<file path="src/rtl/sram_1rw_37x1024_ctrl.sv">
// Valid/ready front end for a 1RW SRAM macro: registered command stage, two-cycle
// read pipeline into a 3-entry response FIFO with read credits, optional zero sweep after reset.
module sram_1rw_37x1024_ctrl #(
  parameter int ADDR_W         = 10,
  parameter int DATA_W         = 37,
  parameter bit CLEAR_ON_RESET = 1'b1
) (
  input  logic              i_clock,
  input  logic              i_reset,
  input  logic              i_req_valid,
  output logic              o_req_ready,
  input  logic              i_req_write,
  input  logic [ADDR_W-1:0] i_req_addr,
  input  logic [DATA_W-1:0] i_req_data,
  input  logic              i_req_spare_wen,
  output logic              o_resp_valid,
  input  logic              i_resp_ready,
  output logic [DATA_W-1:0] o_resp_data,
  output logic              o_busy,
  output logic              o_csb0,
  output logic              o_web0,
  output logic              o_spare_wen0,
  output logic [ADDR_W-1:0] o_addr0,
  output logic [DATA_W-1:0] o_din0,
  input  logic [DATA_W-1:0] i_dout0
);

  localparam int FIFO_D = 3;
  localparam logic [0:0] ST_CLEAR = 1'b0;
  localparam logic [0:0] ST_RUN   = 1'b1;
  localparam logic [0:0] ST_INIT  = CLEAR_ON_RESET ? ST_CLEAR : ST_RUN;
  localparam logic [ADDR_W-1:0] CLR_LAST = '1;

  logic [0:0]        r_state;
  logic [ADDR_W-1:0] r_clr_cnt;
  logic              r_csb;
  logic              r_web;
  logic              r_spare_wen;
  logic [ADDR_W-1:0] r_addr;
  logic [DATA_W-1:0] r_din;
  logic              r_rd_a;
  logic              r_rd_b;
  logic [1:0]        r_wr_ptr;
  logic [1:0]        r_rd_ptr;
  logic [1:0]        r_count;

  logic              w_push;
  logic              w_pop;
  logic [2:0]        w_inflight;
  logic              w_credit;
  logic              w_accept;
  logic [DATA_W-1:0] w_entry [FIFO_D];

  // Every read already in the pipe owns a FIFO slot, so overflow cannot happen.
  assign w_push     = r_rd_b;
  assign w_pop      = (r_count != 2'd0) && i_resp_ready;
  assign w_inflight = {1'b0, r_count} + {2'b00, r_rd_a} + {2'b00, r_rd_b} - {2'b00, w_pop};
  assign w_credit   = w_inflight < 3'd3;
  assign o_req_ready = !i_reset && (r_state == ST_RUN) && (i_req_write || w_credit);
  assign w_accept   = i_req_valid && o_req_ready;

  assign o_busy       = (r_state == ST_CLEAR);
  assign o_csb0       = r_csb;
  assign o_web0       = r_web;
  assign o_spare_wen0 = r_spare_wen;
  assign o_addr0      = r_addr;
  assign o_din0       = r_din;
  assign o_resp_valid = (r_count != 2'd0);
  assign o_resp_data  = (r_rd_ptr == 2'd2) ? w_entry[2] :
                        (r_rd_ptr == 2'd1) ? w_entry[1] : w_entry[0];

  always_ff @(posedge i_clock or posedge i_reset) begin
    if (i_reset) begin
      r_state     <= ST_INIT;
      r_clr_cnt   <= '0;
      r_csb       <= 1'b1;
      r_web       <= 1'b1;
      r_spare_wen <= 1'b0;
      r_addr      <= '0;
      r_din       <= '0;
      r_rd_a      <= 1'b0;
      r_rd_b      <= 1'b0;
    end else begin
      r_rd_b <= r_rd_a;
      if (r_state == ST_CLEAR) begin
        r_csb       <= 1'b0;
        r_web       <= 1'b0;
        r_spare_wen <= 1'b1;
        r_addr      <= r_clr_cnt;
        r_din       <= '0;
        r_rd_a      <= 1'b0;
        r_clr_cnt   <= r_clr_cnt + ADDR_W'(1);
        if (r_clr_cnt == CLR_LAST) begin
          r_state <= ST_RUN;
        end
      end else if (w_accept) begin
        r_csb       <= 1'b0;
        r_web       <= !i_req_write;
        r_spare_wen <= i_req_write && i_req_spare_wen;
        r_addr      <= i_req_addr;
        r_din       <= i_req_data;
        r_rd_a      <= !i_req_write;
      end else begin
        r_csb       <= 1'b1;
        r_web       <= 1'b1;
        r_spare_wen <= 1'b0;
        r_rd_a      <= 1'b0;
      end
    end
  end

  always_ff @(posedge i_clock or posedge i_reset) begin
    if (i_reset) begin
      r_wr_ptr <= 2'd0;
      r_rd_ptr <= 2'd0;
      r_count  <= 2'd0;
    end else begin
      if (w_push) begin
        r_wr_ptr <= (r_wr_ptr == 2'd2) ? 2'd0 : r_wr_ptr + 2'd1;
      end
      if (w_pop) begin
        r_rd_ptr <= (r_rd_ptr == 2'd2) ? 2'd0 : r_rd_ptr + 2'd1;
      end
      if (w_push && !w_pop) begin
        r_count <= r_count + 2'd1;
      end else if (!w_push && w_pop) begin
        r_count <= r_count - 2'd1;
      end
    end
  end

  genvar gi;
  generate
    for (gi = 0; gi < FIFO_D; gi++) begin : g_fifo
      logic [DATA_W-1:0] r_entry;
      always_ff @(posedge i_clock or posedge i_reset) begin
        if (i_reset) begin
          r_entry <= '0;
        end else if (w_push && (r_wr_ptr == 2'(gi))) begin
          r_entry <= i_dout0;
        end
      end
      assign w_entry[gi] = r_entry;
    end
  endgenerate

endmodule

</file>
<file path="config.mk">
export PLATFORM = sky130hd
export DESIGN_NAME = sram_1rw_37x1024_ctrl
export DESIGN_NICKNAME = d
export VERILOG_FILES = /design/src/rtl/sram_1rw_37x1024_ctrl.sv
export SDC_FILE = /design/constraint.sdc
export NUM_CORES = 1
export LEC_CHECK = 0
export ABC_AREA = 1
export CAP_MARGIN = 20
export CORE_MARGIN = 3
export CORE_UTILIZATION = 50
export CTS_CLUSTER_SIZE = 24
export DETAILED_ROUTE_END_ITERATION = 8
export PLACE_DENSITY = 0.82
export SETUP_SLACK_MARGIN = 0.02
export SYNTH_ARGS = -nofsm -noshare
export SYNTH_HDL_FRONTEND = slang
export SYNTH_SLANG_ARGS = --single-unit
export TNS_END_PERCENT = 5
</file>
<file path="constraint.sdc">
create_clock -name i_clock -period 9.48 [get_ports i_clock]
set_input_delay 2.844 -clock i_clock [delete_from_list [all_inputs] [get_ports i_clock]]
set_output_delay 2.844 -clock i_clock [all_outputs]
set_load 0.01 [all_outputs]
</file>
# Word-level counts from Yosys, hierarchy flattened
# Index checks and enable logic that the tools add are counted.
# classes
addsub	8
magnitude_cmp	1
eq_ne	6
mux	20
bitwise	1
n_reduce_logical	18
# op_table
operator	n
37-bit 2-to-1 mux	4
10-bit 2-to-1 mux	2
10-bit by 1-bit adder with 10-bit output (second input constant)	1
10-bit == test (second input constant)	1
1-bit logical AND	10
1-bit 2-to-1 mux	10
2-bit 2-to-1 mux	4
2-bit by 1-bit adder with 2-bit output (second input constant)	3
2-bit by 1-bit == test with 1-bit output (second input constant)	2
2-bit == test (second input constant)	2
1-bit logical NOT	4
2-bit nonzero test	2
2-bit by 1-bit adder with 3-bit output	1
3-bit by 1-bit adder with 3-bit output	1
3-bit by 2-bit less-than comparator with 1-bit output (second input constant)	1
3-bit by 1-bit subtractor with 3-bit output	1
2-bit logical NOT	1
2-bit by 1-bit inequality test with 1-bit output (second input constant)	1
2-bit by 1-bit subtractor with 2-bit output (second input constant)	1
1-bit logical OR	1
1-bit NOT	1
# totals
ff_bits	180
input_bits	90
out_inout_bits	90
wordCells	69

# Longest topological paths before layout
# logic_depth
ltp_word	9
depth_mapped	17

# Least setup slack after synthesis
# OpenSTA, ideal clock, no wires.
# synth_timing
path_type	input -> output
from	input i_resp_ready
to	output o_req_ready
arrival_time_ps	4662
required_time_ps	6636
slack_ps	1974
cell_stages	10
path_buffers	1
path_cell_list	nand2_1 > inv_1 > ha_1 > fa_1 > inv_1 > fa_1 > nand2_1 > nand3_1 > a21boi_2 > buf_2
# synth_via
elab_chain_len	5
# synth_rtl
item	line	source
start, declared	17	input logic i_resp_ready,
1-bit logical AND	56	assign w_pop = (r_count != 2'd0) && i_resp_ready;
named net w_pop	48	logic w_pop;
3-bit by 1-bit subtractor with 3-bit output	57	assign w_inflight = {1'b0, r_count} + {2'b00, r_rd_a} + {2'b00, r_rd_b} - {2'b00, w_pop};
3-bit by 2-bit less-than comparator with 1-bit output	58	assign w_credit = w_inflight < 3'd3;
1-bit logical OR	59	assign o_req_ready = !i_reset && (r_state == ST_RUN) && (i_req_write || w_credit);
1-bit logical AND	59	
end, declared	11	output logic o_req_ready,
# The timed path passes the listed nets, and every way through them passes these cells.

# Final worst setup path
# Ends and elaborated chain as after synthesis.

==> results.yml <==
status:
  status: "finished clean"
timing:
  tightest_slew_ps: 995
  fin_crit_sh_pct: 89.0
  finalSetupViolCount: 0
  whs_ps: 388
  skew_ps: 8.16
  hold_viol_final: 0
  max_slew_margin_pct: 33.5
  setup_tns_ps: 0
  rsz0062_at_grt: "no"
  max_freq_mhz: 119
  timing.final.crit_period_ps: 8430
  drv_slew: 0
final_layout:
  area.sequential_mm2: 0.00451
  finalNonFillerCells: 1253
  nNetsFinal: 1148
  syn_to_final_growth_pct: 32.2
  fill_cells: 1204
  insertedDiodeCount: 0
  multiInputGateArea_mm2: 0.00276
  drive_gt1_share_pct: 5.16
placement:
  place_hpwl_mm: 11.8
  gp_congestion: 0.802
  place_inst: 1222
  port_buffers: 179
worst_setup_path:
  critPathRequiredTime_ps: 6640
  crit_type: "primary input to primary output"
  critPathCaptureType: "primary output"
  crit_arrival_ps: 5590
  r2r_end: "o_din0[0]$_DFFE_PP0P_"
  reg2reg_slack_ps: 6320
  rr_worst_depth: 14
  r2r_start: "r_count[0]$_DFFE_PP0N_"
  cp-start-kind: "primary input"
  critPathMaxFanout: 4
logic_synthesis:
  synth_fp_nets: 1000
  synthDistinctLibCells: 26
  synth_edf_count: 0
  syn_area_mm2: 0.00779
  synth_simple_gate_area_share_pct: 22.9
  seq_area_frac_synth_pct: 57.8
  synth-seq-cells: 180
  synthMuxAreaShare_pct: 0
  synth-main-ff-cell: "dfrtp_1"
  synth_compound_area_share_pct: 10.2
  synthArstFlopShare_pct: 100
  synth_xor_area_share_pct: 1.12
  synthAdderAreaFrac_pct: 0.995
  synth_area_per_cell_um2: 8.61
  yosysWarnings: 0
  synth_top_family_by_area: "simple AND/OR/NAND/NOR gates"
  syn_inst: 905
route:
  drtIter0Drc: 533
  viasPerCell: 5.26
  drc: 0
  wl_per_cell_um: 15.2
  drtAntennaViolNets: 0
  vias: 6591
  wl_mm: 19.0
  dr.pass1.iters: 5
clocking:
  numClockSinks: 180
  cts_made_buffers: 17
  post_cts_resize_count: 0
  clock_path_buffers: 2
  h-tree-depth: 4
  clkSlewWorstSetupHoldPaths_ps: 60
  clk-insertion-delay-late_ps: 420
  root_buffer: "clkbuf_16"
  tritoncts: "done"
  holdBufCountCts: 0
  cts_setup_buffers: 0
worst_hold_path:
  hp-class: "register to register"
  whs_endpoint: "r_rd_b$_DFF_PP0_"
  hold_start: "r_rd_a$_DFF_PP0_"
  holdPathStages: 0
power_and_ir_drop:
  ir_drop_uv: 170
  intPower_mw: 1.61
  leakage_nw: 5.13
  p_total_mw: 2.25
  clkPwrFrac_pct: 35.6
  pwr-share-seq_pct: 35.3
  powerDensity_mw_per_mm2: 219
  power.switching_mw: 0.646
  sw_frac_of_total_pct: 28.7
  p_comb_share_pct: 29.1
grt:
  grt_max_degree: 104
  grt_usage_pct: 22.8
  grt_pass1_vias: 6199
  grt-ovfl-total: 0
  grt_pass1_wl_mm: 30.8
  antenna_found_initial: 0
floorplanning:
  pin_count: 180
  die_area_mm2: 0.0171
  start_util_pct: 51.3
  std_cell_rows: 45
  die_x_um: 131
  die_h_um: 131
  core_area_mm2: 0.0152
job:
  cap_violations: 0
## stage by stage
stage	setup WS, ps	util, %	cell area (um2)
6_report	1050	67.8	10300
5_1_grt	879	67.8	10300
4_1_cts	1030	67.8	10300
3_5_place_dp	1070	63.3	9620
3_3_place_gp	1120	63.3	9620
2_1_floorplan	1750	-	7790
## flip-flops by register name, summed over array words and instances (netlist names)
register	count
o_din0	37
r_state	1
r_rd_a	1
o_csb0	1
r_count	2
o_addr0	10
o_web0	1
r_clr_cnt	10
r_rd_b	1
r_wr_ptr	2
o_spare_wen0	1
g_fifo.r_entry	111
r_rd_ptr	2
## worst max-delay path, cell delays in order
cell	delay [ps]
clkdlybuf4s50_1	400
nand2_1	120
inv_1	80
ha_1	340
fa_1	370
inv_1	70
fa_1	400
nand2_1	90
nand3_1	150
a21boi_2	180
clkdlybuf4s50_1	560
## cell usage in the layout (no fill, tap or decap), types with 4 or more instances in the layout
cell type,n
clkdlybuf4s50_1,179
nand3_2,4
clkbuf_16,17
inv_1,62
nand3_1,101
inv_2,4
clkbuf_8,4
bufinv_16,6
buf_4,9
a31oi_1,23
o21ai_0,125
nor2_1,29
dfrtp_1,177
xor2_1,8
nand2_1,291
## layer usage
| layer | part of all wire (%) | GRT usage [%] | up-vias |
|---|---|---|---|
| met5 | 0 | 0 | - |
| met4 | 1.1 | 5.63 | 0 |
| met3 | 9.2 | 8.74 | 15 |
| met2 | 46 | 34.7 | 239 |
| met1 | 43 | 31.1 | 3125 |
| li1 | - | - | 3212 |
## cells by family (layout without fill, tap and decap cells)
kind of cell | Yosys count | in the layout
simple gates | 433 | 433
flops | 180 | 180
compound gates | 151 | 151
buf+inv | 126 | 286
xor+xnor | 10 | 10
fa+ha+maj | 5 | 5
## power groups by stage
stage	registers, mW	logic, mW	clock network, mW
floorplan	0.806	0.333	0
global placement	0.808	0.657	0
detailed placement	0.808	0.661	0
CTS	0.795	0.667	0.816
global route	0.795	0.727	0.851
finish	0.795	0.656	0.801
## cell usage after synthesis (4+ instances only)
cell | n | area [um2]
nand3_1 | 104 | 521
buf_2 | 25 | 125
dfrtp_1 | 178 | 4450
clkbuf_1 | 20 | 75.1
nand2_1 | 291 | 1090
inv_1 | 63 | 236
buf_4 | 4 | 30.0
inv_2 | 4 | 15.0
a31oi_1 | 23 | 144
buf_1 | 7 | 26.3
xor2_1 | 8 | 70.1
nor2_1 | 29 | 109
o21ai_0 | 125 | 626
## cell type report
| type | instances | area share [%] |
|---|---|---|
| clock buffers | 22 | 4.70 |
| clock inverters | 9 | 1.92 |
| inverters | 67 | 2.49 |
| multi-input cells | 599 | 26.8 |
| flip-flops and latches | 180 | 43.8 |
| well taps | 188 | 2.28 |
| repair buffers | 188 | 18.0 |
## worst max path at each step
| stage | from | end | slack (ps) | depth (start not counted) |
|---|---|---|---|---|
| finish | i_resp_ready | o_req_ready | 1050 | 11 |
| global route | i_resp_ready | o_req_ready | 880 | 11 |
| global placement | i_resp_ready | o_req_ready | 1120 | 11 |
| CTS | i_resp_ready | o_req_ready | 1030 | 11 |
| detailed placement | i_resp_ready | o_req_ready | 1070 | 11 |
| floorplan | i_reset | g_fifo[0].r_entry[0]$_DFFE_PP0P_ | 1750 | 1 |
(Power assumes the default switching activity.)
